**src/rtl/monster_field.sv**
```systemverilog
// Hero-centred monster playfield: monsters spawn in four lanes, step toward the hero on
// each move tick, and are either killed by a matching attack when adjacent or end the game.
module monster_field #(
    parameter int          MONSTERS   = 12,
    parameter int          STEPS      = 3,
    parameter int          SCORE_W    = 16,
    parameter logic [15:0] LFSR_SEED  = 16'hACE1,
    parameter logic [15:0] SPAWN_MASK = 16'h0300,
    localparam int         STEP_W     = ($clog2(STEPS) > 1) ? $clog2(STEPS) : 1,
    localparam int         SLOT_W     = 3 + STEP_W
) (
    input  logic                         clk_game,
    input  logic                         rst_n,
    input  logic                         move_tick,
    input  logic                         power,
    input  logic                         pressing,
    input  logic                         pressed,
    input  logic [1:0]                   state_hero,
    output logic                         start,
    output logic                         game_over,
    output logic [SCORE_W-1:0]           score,
    output logic [MONSTERS*SLOT_W-1:0]   state_monsters
);

    // Encoding chosen so start/game_over are single register bits.
    typedef enum logic [1:0] {
        ST_IDLE = 2'b00,
        ST_RUN  = 2'b01,
        ST_OVER = 2'b10
    } game_state_e;

    localparam logic [STEP_W-1:0] DIST_FAR = STEP_W'(STEPS - 1);

    game_state_e        state_q, state_d;
    logic [SCORE_W-1:0] score_q, score_d;
    logic [15:0]        lfsr_q, lfsr_d;
    logic               atk_valid_q, atk_valid_d;
    logic [1:0]         atk_dir_q, atk_dir_d;
    logic               alive_q [MONSTERS];
    logic               alive_d [MONSTERS];
    logic [1:0]         dir_q   [MONSTERS];
    logic [1:0]         dir_d   [MONSTERS];
    logic [STEP_W-1:0]  dist_q  [MONSTERS];
    logic [STEP_W-1:0]  dist_d  [MONSTERS];

    logic hit, miss, lane_busy, spawn_en, placed;

    // Fibonacci LFSR, taps 16,14,13,11, shifting toward bit 0.
    assign lfsr_d = {lfsr_q[0] ^ lfsr_q[2] ^ lfsr_q[3] ^ lfsr_q[5], lfsr_q[15:1]};

    // Pre-tick scan of the field: adjacent kills/misses and spawn-lane occupancy.
    always_comb begin
        hit       = 1'b0;
        miss      = 1'b0;
        lane_busy = 1'b0;
        for (int i = 0; i < MONSTERS; i++) begin
            if (alive_q[i] && dist_q[i] == '0) begin
                if (atk_valid_q && atk_dir_q == dir_q[i]) hit = 1'b1;
                else                                      miss = 1'b1;
            end
            if (alive_q[i] && dir_q[i] == lfsr_q[1:0] && dist_q[i] == DIST_FAR)
                lane_busy = 1'b1;
        end
        spawn_en = ((lfsr_q & SPAWN_MASK) == 16'h0000) && !lane_busy && !miss;
    end

    // NOTE: every signal written here gets a default first, so no path leaves a latch.
    always_comb begin
        state_d     = state_q;
        score_d     = score_q;
        atk_valid_d = atk_valid_q;
        atk_dir_d   = atk_dir_q;
        alive_d     = alive_q;
        dir_d       = dir_q;
        dist_d      = dist_q;
        placed      = 1'b0;

        if (power) begin
            if (state_q == ST_RUN) begin
                state_d = ST_IDLE;
            end else begin
                state_d     = ST_RUN;
                score_d     = '0;
                atk_valid_d = 1'b0;
                atk_dir_d   = 2'b00;
                for (int i = 0; i < MONSTERS; i++) begin
                    alive_d[i] = 1'b0;
                    dir_d[i]   = 2'b00;
                    dist_d[i]  = '0;
                end
            end
        end else if (state_q == ST_RUN) begin
            if (move_tick) begin
                atk_valid_d = 1'b0;
                for (int i = 0; i < MONSTERS; i++) begin
                    if (alive_q[i]) begin
                        if (dist_q[i] != '0)
                            dist_d[i] = dist_q[i] - STEP_W'(1);
                        else if (atk_valid_q && atk_dir_q == dir_q[i])
                            alive_d[i] = 1'b0;
                    end
                end
                if (hit && score_q != '1) score_d = score_q + SCORE_W'(1);
                if (miss) state_d = ST_OVER;
                // Only slots dead before the tick qualify, so a fresh kill is not reused.
                for (int i = 0; i < MONSTERS; i++) begin
                    if (spawn_en && !placed && !alive_q[i]) begin
                        alive_d[i] = 1'b1;
                        dir_d[i]   = lfsr_q[1:0];
                        dist_d[i]  = DIST_FAR;
                        placed     = 1'b1;
                    end
                end
            end
            if (pressing && !pressed) begin
                atk_valid_d = 1'b1;
                atk_dir_d   = state_hero;
            end
        end
    end

    // NOTE: sequential state uses non-blocking assignments only; blocking belongs in always_comb.
    always_ff @(posedge clk_game or negedge rst_n) begin
        if (!rst_n) begin
            state_q     <= ST_IDLE;
            score_q     <= '0;
            lfsr_q      <= LFSR_SEED;
            atk_valid_q <= 1'b0;
            atk_dir_q   <= 2'b00;
            // NOTE: the slot array is reset because it drives a visible output that must read zero.
            for (int i = 0; i < MONSTERS; i++) begin
                alive_q[i] <= 1'b0;
                dir_q[i]   <= 2'b00;
                dist_q[i]  <= '0;
            end
        end else begin
            state_q     <= state_d;
            score_q     <= score_d;
            lfsr_q      <= lfsr_d;
            atk_valid_q <= atk_valid_d;
            atk_dir_q   <= atk_dir_d;
            alive_q     <= alive_d;
            dir_q       <= dir_d;
            dist_q      <= dist_d;
        end
    end

    assign start     = (state_q == ST_RUN);
    assign game_over = (state_q == ST_OVER);
    assign score     = score_q;

    for (genvar g = 0; g < MONSTERS; g++) begin : g_pack
        assign state_monsters[g*SLOT_W +: SLOT_W] = {dist_q[g], dir_q[g], alive_q[g]};
    end

endmodule

```
**config.mk**
```make
export PLATFORM = sky130hd
export DESIGN_NAME = monster_field
export DESIGN_NICKNAME = d
export VERILOG_FILES = /design/src/rtl/monster_field.sv
export SDC_FILE = /design/constraint.sdc
export NUM_CORES = 1
export LEC_CHECK = 0
export BUFFER_PORTS_ARGS = -buffer_cell sky130_fd_sc_hd__buf_2
export CAP_MARGIN = 20
export CORE_UTILIZATION = 50
export DETAILED_ROUTE_END_ITERATION = 12
export PLACE_DENSITY = 0.71
export SETUP_SLACK_MARGIN = 0.15
export SKIP_CTS_REPAIR_TIMING = 1
export SLEW_MARGIN = 20
export SYNTH_ARGS = -nofsm -noshare
export SYNTH_HDL_FRONTEND = slang
export SYNTH_SLANG_ARGS = --single-unit
```
**constraint.sdc**
```tcl
create_clock -name clk_game -period 3.2 [get_ports clk_game]
set_input_delay 0.32 -clock clk_game [delete_from_list [all_inputs] [get_ports clk_game]]
set_output_delay 0.32 -clock clk_game [all_outputs]
set_load 0.05 [all_outputs]
```
==> results of run 1 <==
==> metrics by stage <==
step	utilization (%)	std cells	hold WS, ns	setup WS [ns]	area [um^2]
3_5_place_dp	56.4	961	0.343	0.112	7110
6_report	59.0	979	0.120	0.182	7450
3_3_place_gp	56.4	961	0.343	0.183	7110
4_1_cts	58.9	977	0.154	0.104	7430
2_1_floorplan	-	724	0.0244	0.354	6460
5_1_grt	59.0	979	0.190	0.0853	7450
==> power groups by stage <==
| stage | combinational [mW] | sequential (mW) | clock (mW) |
|---|---|---|---|
| after floorplan | 1.38 | 2.00 | 0 |
| after global placement | 2.40 | 1.57 | 0 |
| after detailed placement | 2.47 | 1.59 | 0 |
| after CTS | 2.49 | 1.57 | 1.17 |
| after global routing | 2.74 | 1.59 | 1.22 |
| final | 2.54 | 1.57 | 1.16 |
==> synth_stat cells (all sizes together) (8+ instances only) <==
master   n  area [um^2]
o21ai   53          265
o31ai   10         75.1
nand4   26          163
a21oi   28          140
nor3    21          116
buf     16          130
dfstp    8          210
ha      28          350
nand3   24          125
nor4    12         93.8
a41oi    9         78.8
and3     8         50.1
a31oi   15         93.8
nor2    49          186
xnor2   52          470
and2    16          100
nor2b   10         62.6
nand2   65          246
dfrtp   89         2230
inv     44          165
clkbuf  32          120
==> kinds of logic (layout without fill, tap and decap cells) <==
family	after synthesis	after routing
and+or+nand+nor	264	264
AOI/OAI and AO/OA	184	184
DFF	97	97
buffers and inverters	92	175
xor gates and xnor gates	54	54
adders and majority gates	28	28
muxes	5	5
==> layout make-up <==
type	count	share of cell area, %
Multi-Input combinational cell	535	48.6
Sequential cell	97	32.8
Timing Repair Buffer	115	9.27
Clock buffer	13	3.63
Tap cell	172	2.89
Inverter	44	2.22
Clock inverter	3	0.622
==> per-layer routing <==
layer	global-route usage [%]	vias to the layer above	wire length [um]
li1	-	2787	-
met1	40.4	2992	8570
met5	0	-	0
met2	47.3	233	9060
met3	6.01	38	1250
met4	15.0	0	516
==> state kept, by name, indices dropped and copies added, names as in the netlist <==
name / cells
atk_valid_q: 1
score: 16
atk_dir_q: 2
state_q: 2
state_monsters: 60
lfsr_q: 16
==> worst max path at each step <==
stage	start	to	slack (ns)	cells after the start
global route	lfsr_q[0]	state_monsters[49]	0.09	7
global placement	lfsr_q[0]	state_monsters[56]	0.18	7
detailed placement	lfsr_q[0]	state_monsters[56]	0.11	7
CTS	lfsr_q[0]	state_monsters[56]	0.10	7
finish	lfsr_q[0]	state_monsters[56]	0.18	7
floorplan	state_monsters[13]	state_monsters[7]	0.35	8
==> results.txt, run 1 <==
Counting stages on the worst path, the most repeated cell is nand4_1. The die area came out at 13400 um^2. The layout cell share with drive strength beyond 1 came out at 20.0%.

By startpoint and endpoint, the worst setup path is classified as flop to flop. The cell sitting at the root of the clock tree is a clkbuf_16. The site row count came out at 41. The synthesized-area fraction occupied by ao, oa, aoi and oai cells is 20.4%. The number of enable-type register cells in the synthesized netlist came out at 0. The slew at the pin closest to its max-slew limit is 1.02 ns. After synthesis, the share of flip-flops with an asynchronous set or reset is 100%.

The overflow left after global routing came out at 0. The final-report hold violation count is 0. The setup clock skew after layout is 0.0101 ns. Cell internal power was estimated by the tool at 2.84 mW. After the first detailed-routing iteration, the DRC count stood at 479. In the synthesized netlist, the number of instances is 724. The layout-stage area growth over the synthesis result came out at 15.3%. The number of distinct library cells after synthesis came out at 75. The tightest min-delay check is of the input pin to async pin type. The H-tree was split into 3 levels. In the synthesized netlist the dominant register cell turns out to be dfrtp_1. The combinational power share is 48.2%.

The number of storage elements in the synthesis netlist is 97. Setup repair after global routing could not meet its margin everywhere. IR analysis of the VDD net gives a maximum drop of 0.000364 V. The simple-gate area share of the yosys netlist is 21.7%. The largest delay contributor family on the critical path is simple AND/OR/NAND/NOR gates. The longest clock path from root to sink contains 2 buffers. After floorplanning, the core was sized to cover 12600 um^2. The endpoint arrival time on the critical path came out at 3.25 ns. The multi-input gate area in the final layout is 3620 um^2. The worst flop-to-flop path startpoint is lfsr_q[0]. The cell leakage power is 3.32 nW. Synthesis produced a netlist with a net count of 760. The net count reported at finish is 838. The final number of max-transition violations is 0. The fraction of power consumed by sequential logic is 29.8%. The total number of clock tree sinks came out at 97. TritonCTS built the clock tree. The part of the power in the clock network came out at 22.0%.

Buffers inserted during clock tree synthesis total 9. Counting both buffers and inverters, the worst setup path holds a total of 0. The critical-path maximum fanout is 17. The signal on the critical path passes through xnor2_1 > nand4_1 > nand4_1 > or3_1 > or4_1 > o211ai_1 > o21ai_1. The via count of the first global-routing pass is 5749. In this run the remaining antenna-violating nets after routing total 0. The synthesized area came out at 6460 um^2. STA classifies the critical path endpoint as a flop. Derived from the worst setup path, the maximum achievable clock frequency is 331 MHz. The total global routing track utilization is 30.3%. The number of diodes came out at 0. Summed over all nets, the switching power comes to 2.42 mW.

The worst reg-to-reg setup slack is 0.18 ns. The switching share of power came out at 46.0%. The pin count of the biggest net entering global routing is 77. The wire length of the first global-routing pass is 30600 um. The starting utilization of the core area came out at 51.2%. The top cell types in the final layout, fill and taps aside, are dfrtp_1, buf_2, nand2_1. The average instance in the mapped netlist occupies 8.92 um^2. Clock-pin slew was measured on the worst setup and hold paths at 0.07 ns.

The clock network latency to the later pin of the worst-skew pair is 0.36 ns. The worst register-to-register path ends at state_monsters[56]. The arithmetic-cell share of the synthesized area counting full adders, half adders and majority gates came out at 5.42%.

Setup total negative slack on the finished layout was measured at 0 ns. After detailed routing, the total wire length is 19400 um. The count of yosys warnings during synthesis is 0.

The flow ran to the end, and the final reports show no timing, DRC or antenna violations. The multiplexer share of the synthesized area came out at 0.794%. The share of the synthesized netlist area taken by xor and xnor gates came out at 7.55%. The largest incremental delay on the critical path is 0.79 ns. The chip height came out at 116 um. The time the worst path needs with I/O delays and setup is 3.02 ns. The number of setup violations in the final report came out at 0. The proportion of synthesized chip area in sequential cells came out at 37.7%. After detailed routing, the average wire length per cell comes to 19.8 um. For this design, the slowest cell found on the critical path is dfstp_4. Summed over all nets, the half-perimeter wirelength after detailed placement is 13700 um. The initial antenna violation count is 0. The number of cells on the worst reg-to-reg path is 7.

STA puts the critical path data required time at 3.43 ns. The max-cap check violation count came out at 0. After detailed routing, the number of vias per cell comes to 6.18. The area occupied by registers came out at 2440 um^2. In this run the count of I/O pins placed on the die edge is 86.

Buffers placed on the I/O ports in this run total 85. The number of fill cells is 1164. Leaving out fill and tap cells, the most frequent cell in the layout is dfrtp_1. In this run the power density over the cells is 707 nW/um^2. The headroom to the max-slew limit is 31.6%. Before antenna repair, the detailed router went through 5 iterations. The largest family of logic cells by synthesized area is simple AND/OR/NAND/NOR gates. The overall via count from detail_route came out at 6050. The last weighted congestion value of the routability-driven placer is 0.935. The count of unresolved DRC violations after routing came out at 0.

From left edge to right edge, the die measures 116 um. The final clock period utilization by the worst path is 94.3%. The total power draw is 5.26 mW. The worst setup path is launched from a flop.
(Power assumes the default switching activity.)
==> run 2, diff against run 1 <==
PLACE_DENSITY = default   (was 0.71)
PLACE_DENSITY_LB_ADDON = 0.15   (was default)
==> run 2 against run 1 <==
  * The run now ends with hold timing left
  * Sequential power about the same
  * Flip-flop and latch count is the same
  * Sequential share of layout area increased by 0.42 points
  * Worst setup slack gained 0.086 ns
  * Total power shrank 2.3%
  * Critical endpoint is now state_monsters[57]
  * Highest routed layer unchanged
==> results.txt, run 2 (same netlist as run 1, synthesis figures left out) <==
The element type at the critical path end is a flop (unchanged). The HPWL after detailed placement is 13300 um (was 13700 um). The time the worst path needs with I/O delays and setup was 2.93 ns (was 3.02 ns). The layout-stage area growth over the synthesis result was 13.8% (was 15.3%). The pre-CTS worst setup slack came out at 0.191 ns (was 0.112 ns). The number of antenna-violating nets in the routed design is 0 (unchanged).

The achievable clock frequency is 341 MHz (was 331 MHz). Commonest cells after routing, fill and taps aside: dfrtp_1, buf_2, nand2_1 (unchanged). The final reports fail on hold timing. The total power per unit cell area is 700 nW/um^2 (was 707 nW/um^2). The pin count of the biggest net entering global routing came to 78 (was 77).

The die area came out at 13400 um^2 (unchanged). The largest incremental delay on the critical path is 0.79 ns (about the same). The kind of start point of the critical path is a flop (unchanged). The number of setup violations in the final report is 0 (unchanged). The post-route cell area came out at 7350 um^2 (was 7450 um^2).

The CTS tree is done (unchanged). The total wirelength of the detailed-routed design came out at 18900 um (was 19400 um). The iteration-0 DRC count of the detailed router came to 612 (was 479).

The type of the most critical hold path is input pin to async pin (unchanged). The overall via count from detail_route is 5890 (was 6050). The final-report hold violation count came out at 22 (was 0).

The number of fill cells is 1137 (was 1164). The number of buffers added by the clock tree synthesis step is 9 (unchanged). The headroom to the max-slew limit is 28.4% (was 31.6%). The worst path setup slack after routing is 0.268 ns (was 0.182 ns).

The boundary pin count came to 86 (unchanged). The register clock-pin slew on the reported worst setup and hold paths came out at 0.07 ns (about the same). The cell leakage power is 3.28 nW (was 3.32 nW).

The critical-path maximum fanout is 17 (unchanged). The number of buffer cells added on primary ports came out at 85 (unchanged). Setup repair after global routing missed its margin: false (was true). The flip-flop count of the largest register after layout is 60 (unchanged). The area of the core region came out at 12600 um^2 (unchanged). The slew at the pin closest to its max-slew limit came out at 1.07 ns (was 1.02 ns). The max-cap check violation count came to 0 (unchanged). The final clock period utilization by the worst path is 91.6% (was 94.3%). The overflow left after global routing came out at 0 (unchanged). The class of the most critical setup path is flop to flop (unchanged).

The via density per instance came out at 6.07 (was 6.18). The clock network latency to the later pin of the worst-skew pair is 0.36 ns (about the same). The number of H-tree branching levels was 3 (unchanged). The most common library cell in the layout ignoring fill and taps was dfrtp_1 (unchanged). The cell at the root of the clock tree was clkbuf_16 (unchanged). The via count of the first global-routing pass came to 5480 (was 5749). The final routed wire length divided by cell count is 19.5 um (was 19.8 um). The endpoint arrival time on the critical path came out at 3.17 ns (was 3.25 ns).

The final number of max-transition violations is 0 (unchanged). The non-filler instance count after layout came to 971 (was 979). The post-route worst hold slack came out at -0.0286 ns (was 0.120 ns). Status: complete, but fails checks (was complete, no violations). The count of unresolved DRC violations after routing is 0 (unchanged). The total power draw is 5.15 mW (was 5.26 mW). The last weighted congestion value of the routability-driven placer came out at 0.884 (was 0.935).

The multi-input gate area in the final layout was 3620 um^2 (unchanged). The die width came out at 116 um (unchanged). The area occupied by registers came out at 2440 um^2 (unchanged). The highest-delay cell along the critical path is dfstp_4 (unchanged). The wire length of the first global-routing pass is 30000 um (was 30600 um). The layout cell share with drive strength beyond 1 came out at 19.3% (was 20.0%). The first-pass detailed-route iteration total is 5 (unchanged). The chip height is 116 um (unchanged).

The number of diodes came out at 0 (unchanged). The core occupancy in the finished layout is 58.3% (was 59.0%). The total cell area at the placement stage came out at 7040 um^2 (was 7110 um^2). The summed negative setup slack over all endpoints came to 0 ns (unchanged). The placed instance count was 955 (was 961).

The required time at the endpoint of the critical path came out at 3.44 ns (was 3.43 ns). The maximum ir drop on the vdd rail is 0.000429 V (was 0.000364 V). Cell-by-cell listing of the critical path: nor2_1 > o2111ai_1 > o31ai_1 > a2111o_1 > or4_1 > o211ai_1 > o21ai_1 (was xnor2_1 > nand4_1 > nand4_1 > or3_1 > or4_1 > o211ai_1 > o21ai_1).

The starting utilization of the core area is 51.2% (unchanged). The maximum buffer depth of the clock tree came out at 2 (unchanged). The site row count is 41 (unchanged). The largest delay contributor family on the critical path was compound AO/OA/AOI/OAI gates (was simple AND/OR/NAND/NOR gates). The initial antenna violation count is 0 (unchanged). The net count reported at finish came to 830 (was 838).

The setup clock skew after layout is 0.00806 ns (was 0.0101 ns). The total number of clock tree sinks came to 97 (unchanged). The total buffers and inverters traversed by the critical path was 0 (unchanged). The total global routing track utilization is 29.8% (was 30.3%).
[run 2: changes by cell type in the layout (fill, tap and decap cells not counted), sizes merged]
| cell | previous run | this run |
|---|---|---|
| clkinvlp | 1 | 0 |
| clkinv | 0 | 3 |
| clkbuf | 13 | 9 |
| buf | 115 | 107 |
| inv | 45 | 47 |
[run 2: cell type report]
cell class	instances	share of cell area (%)
clock buffers	9	3.06
well taps	172	2.93
clock inverters	7	1.05
inverters	44	2.25
flip-flops and latches	97	33.2
multi-input cells	535	49.2
repair buffers	107	8.29
[run 2: path summary, 6_finish.rpt]
path	from	end	slack, ns	cells past startpoint
max	lfsr_q[0]	state_monsters[57]	0.27	7
min in group clk_game	state_hero[0]	atk_dir_q[0]	0.20	3
max in group asynchronous	rst_n	state_monsters[45]	2.44	2
min reg2reg	lfsr_q[4]	lfsr_q[3]	0.35	0
min	rst_n	state_monsters[40]	-0.03	1
max reg2reg	lfsr_q[0]	state_monsters[57]	0.27	7
[run 2: metal layers]
layer / global-route usage [%] / vias up / share of wire [%]
li1: - / 2774 / -
met1: 41.8 / 2870 / 45
met2: 46.6 / 218 / 46
met3: 4.29 / 28 / 6.6
met4: 12.1 / 0 / 2.2
met5: 0 / - / 0
[run 2: report_power, final]
group | leakage, nW | internal [mW] | switching [mW]
sequential | 1.29 | 1.38 | 0.213
combinational | 1.84 | 0.741 | 1.68
clock | 0.152 | 0.616 | 0.516
==> run 3, diff against run 2 <==
==> constraint.sdc (replaced) <==
create_clock -name clk_game -period 3.2 [get_ports clk_game]
set_input_delay 0.48 -clock clk_game [delete_from_list [all_inputs] [get_ports clk_game]]
set_output_delay 0.48 -clock clk_game [all_outputs]
set_load 0.05 [all_outputs]
==> run 3 against run 2 <==
  * The run ends with DRC left
  * Combinational power grew 2%
  * Final cell count is 0.41% higher
  * Count of clock-buffer cells in the layout grew 1
  * Design area rose by 0.65%
  * Via count is 1.8% higher
  * Sequential power about the same
  * Worst setup slack better by 0.015 ns
  * Critical path type unchanged
  * Total power fell by 0.28%
==> results.txt, run 3 (same netlist as run 1, synthesis figures left out) <==
The core occupancy in the finished layout is 58.6% (was 58.3%). Cell-by-cell listing of the critical path: xnor2_1 > nand4_1 > o21ai_1 > a2111o_1 > nor4_2 > nor3b_1 > a221o_1 (was nor2_1 > o2111ai_1 > o31ai_1 > a2111o_1 > or4_1 > o211ai_1 > o21ai_1). The iteration-0 DRC count of the detailed router was 459 (was 612).

The layout-stage area growth over the synthesis result came out at 14.5% (was 13.8%). The switching share of power was 47.4% (was 46.9%). The chip height is 116 um (unchanged). The time the worst path needs with I/O delays and setup is 2.92 ns (was 2.93 ns). The clock network latency to the later pin of the worst-skew pair came out at 0.36 ns (about the same).

The last weighted congestion value of the routability-driven placer came out at 0.882 (was 0.884). The area of the core region came out at 12600 um^2 (unchanged). The total buffers and inverters traversed by the critical path is 0 (unchanged). The pin count of the biggest net entering global routing came out at 57 (was 78). The number of diodes is 0 (unchanged). The layout cell share with drive strength beyond 1 is 19.7% (was 19.3%). The worst path setup slack after routing is 0.282 ns (was 0.268 ns). The number of buffers added by the clock tree synthesis step came out at 9 (unchanged). The via count of the first global-routing pass is 5666 (was 5480). The number of antenna-violating nets in the routed design is 0 (unchanged). The non-filler instance count after layout came to 975 (was 971).

The wire length of the first global-routing pass is 30600 um (was 30000 um). The HPWL after detailed placement is 13500 um (was 13300 um). The final-report hold violation count came out at 0 (was 22). The element type at the critical path end is a flop (unchanged). The maximum ir drop on the vdd rail was 0.000385 V (was 0.000429 V). The die area is 13400 um^2 (unchanged). The fraction of power consumed by sequential logic came out at 31.0% (was 30.9%).

The maximum buffer depth of the clock tree is 2 (unchanged). The required time at the endpoint of the critical path is 3.44 ns (about the same). The switching power is 2.43 mW (was 2.41 mW). The number of H-tree branching levels is 3 (unchanged). Setup repair after global routing missed its margin: false (unchanged). The number of setup violations in the final report is 0 (unchanged). Status: complete, but fails checks (unchanged).

The combinational power share is 48.1% (was 47.1%). The net count reported at finish came to 834 (was 830). The setup clock skew after layout is 0.00633 ns (was 0.00806 ns).

The most common library cell in the layout ignoring fill and taps was dfrtp_1 (unchanged). The cell at the root of the clock tree is clkbuf_16 (unchanged). The total number of clock tree sinks came out at 97 (unchanged). The final routed wire length divided by cell count came out at 19.8 um (was 19.5 um). The achievable clock frequency is 343 MHz (was 341 MHz). The register clock-pin slew on the reported worst setup and hold paths came out at 0.07 ns (about the same).

Commonest cells after routing, fill and taps aside: dfrtp_1, buf_2, nand2_1 (unchanged). The starting utilization of the core area came out at 51.2% (unchanged). The largest incremental delay on the critical path came out at 0.77 ns (was 0.79 ns). The kind of start point of the critical path is a flop (unchanged). The endpoint arrival time on the critical path is 3.15 ns (was 3.17 ns). The boundary pin count came to 86 (unchanged). The final number of max-transition violations is 0 (unchanged). The class of the most critical setup path is flop to flop (unchanged). The total power draw was 5.13 mW (was 5.15 mW). The number of buffer cells added on primary ports was 85 (unchanged).

Failing checks: DRC (was hold timing). The slew at the pin closest to its max-slew limit came out at 0.854 ns (was 1.07 ns). The CTS tree is done (unchanged).

The die width came out at 116 um (unchanged). The count of unresolved DRC violations after routing is 2 (was 0). The placed instance count came to 959 (was 955). The total cell area at the placement stage came out at 7100 um^2 (was 7040 um^2).

The final clock period utilization by the worst path came out at 91.2% (was 91.6%). The initial antenna violation count is 0 (unchanged). The total power per unit cell area is 693 nW/um^2 (was 700 nW/um^2).

The type of the most critical hold path is input pin to async pin (unchanged). The first-pass detailed-route iteration total is 9 (was 5). The cell leakage power is 3.30 nW (was 3.28 nW).

The max-cap check violation count is 0 (unchanged). The pre-CTS worst setup slack is 0.227 ns (was 0.191 ns). The via density per instance came out at 6.15 (was 6.07). The headroom to the max-slew limit is 42.5% (was 28.4%). The post-route cell area was 7400 um^2 (was 7350 um^2). The highest-delay cell along the critical path was dfstp_4 (unchanged). The critical-path maximum fanout was 17 (unchanged). The part of the power in the clock network was 20.9% (was 22.0%). The total global routing track utilization came out at 30.3% (was 29.8%). The total wirelength of the detailed-routed design is 19300 um (was 18900 um). The summed negative setup slack over all endpoints is 0 ns (unchanged). The largest delay contributor family on the critical path is compound AO/OA/AOI/OAI gates (unchanged).

The overall via count from detail_route is 5995 (was 5890). The post-route worst hold slack came out at 0.121 ns (was -0.0286 ns). The flip-flop count of the largest register after layout was 60 (unchanged). The site row count is 41 (unchanged). The internal power consumption came out at 2.70 mW (was 2.73 mW). The overflow left after global routing came to 0 (unchanged).
run 3: worst reg2reg max path, delay by kind of cell, from the launching register on:
family / cells / cell delay (ns)
xor gates and xnor gates: 1 / 0.14
and+or+nand+nor: 3 / 0.91
DFF: 1 / 0.77
AOI/OAI and AO/OA: 3 / 0.97
run 3: power by group through the flow:
stage	Sequential, mW	Combinational [mW]	Clock [mW]
detailed placement	1.61	2.44	0
CTS	1.59	2.45	1.10
global route	1.62	2.67	1.14
global placement	1.60	2.38	0
finish	1.59	2.47	1.07
floorplan	2.00	1.38	0
run 3: cell type report:
type                            instances  area (um^2)
Inverter                               44          165
Multi-Input combinational cell        535         3630
Clock buffer                           10          239
Clock inverter                          6         51.3
Sequential cell                        97         2440
Fill cell                            1175         5220
Timing Repair Buffer                  111          661
Tap cell                              172          215
run 3: path summary, 6_finish.rpt:
path,to,cells past startpoint,from,slack (ns)
min in group clk_game,lfsr_q[3],0,lfsr_q[4],0.35
worst min register to register,lfsr_q[3],0,lfsr_q[4],0.35
worst max register to register,state_monsters[47],7,lfsr_q[0],0.28
max in group asynchronous,lfsr_q[0],2,rst_n,2.32
worst max-delay path,state_monsters[47],7,lfsr_q[0],0.28
worst min-delay path,state_monsters[10],1,rst_n,0.12
run 3: per-layer routing:
layer,global-route usage [%],vias to the layer above,share of wire (%)
li1,-,2785,-
met1,41.1,2943,44
met2,49.1,232,47
met3,4.60,35,6.7
met4,11.4,0,2.3
met5,0,-,0
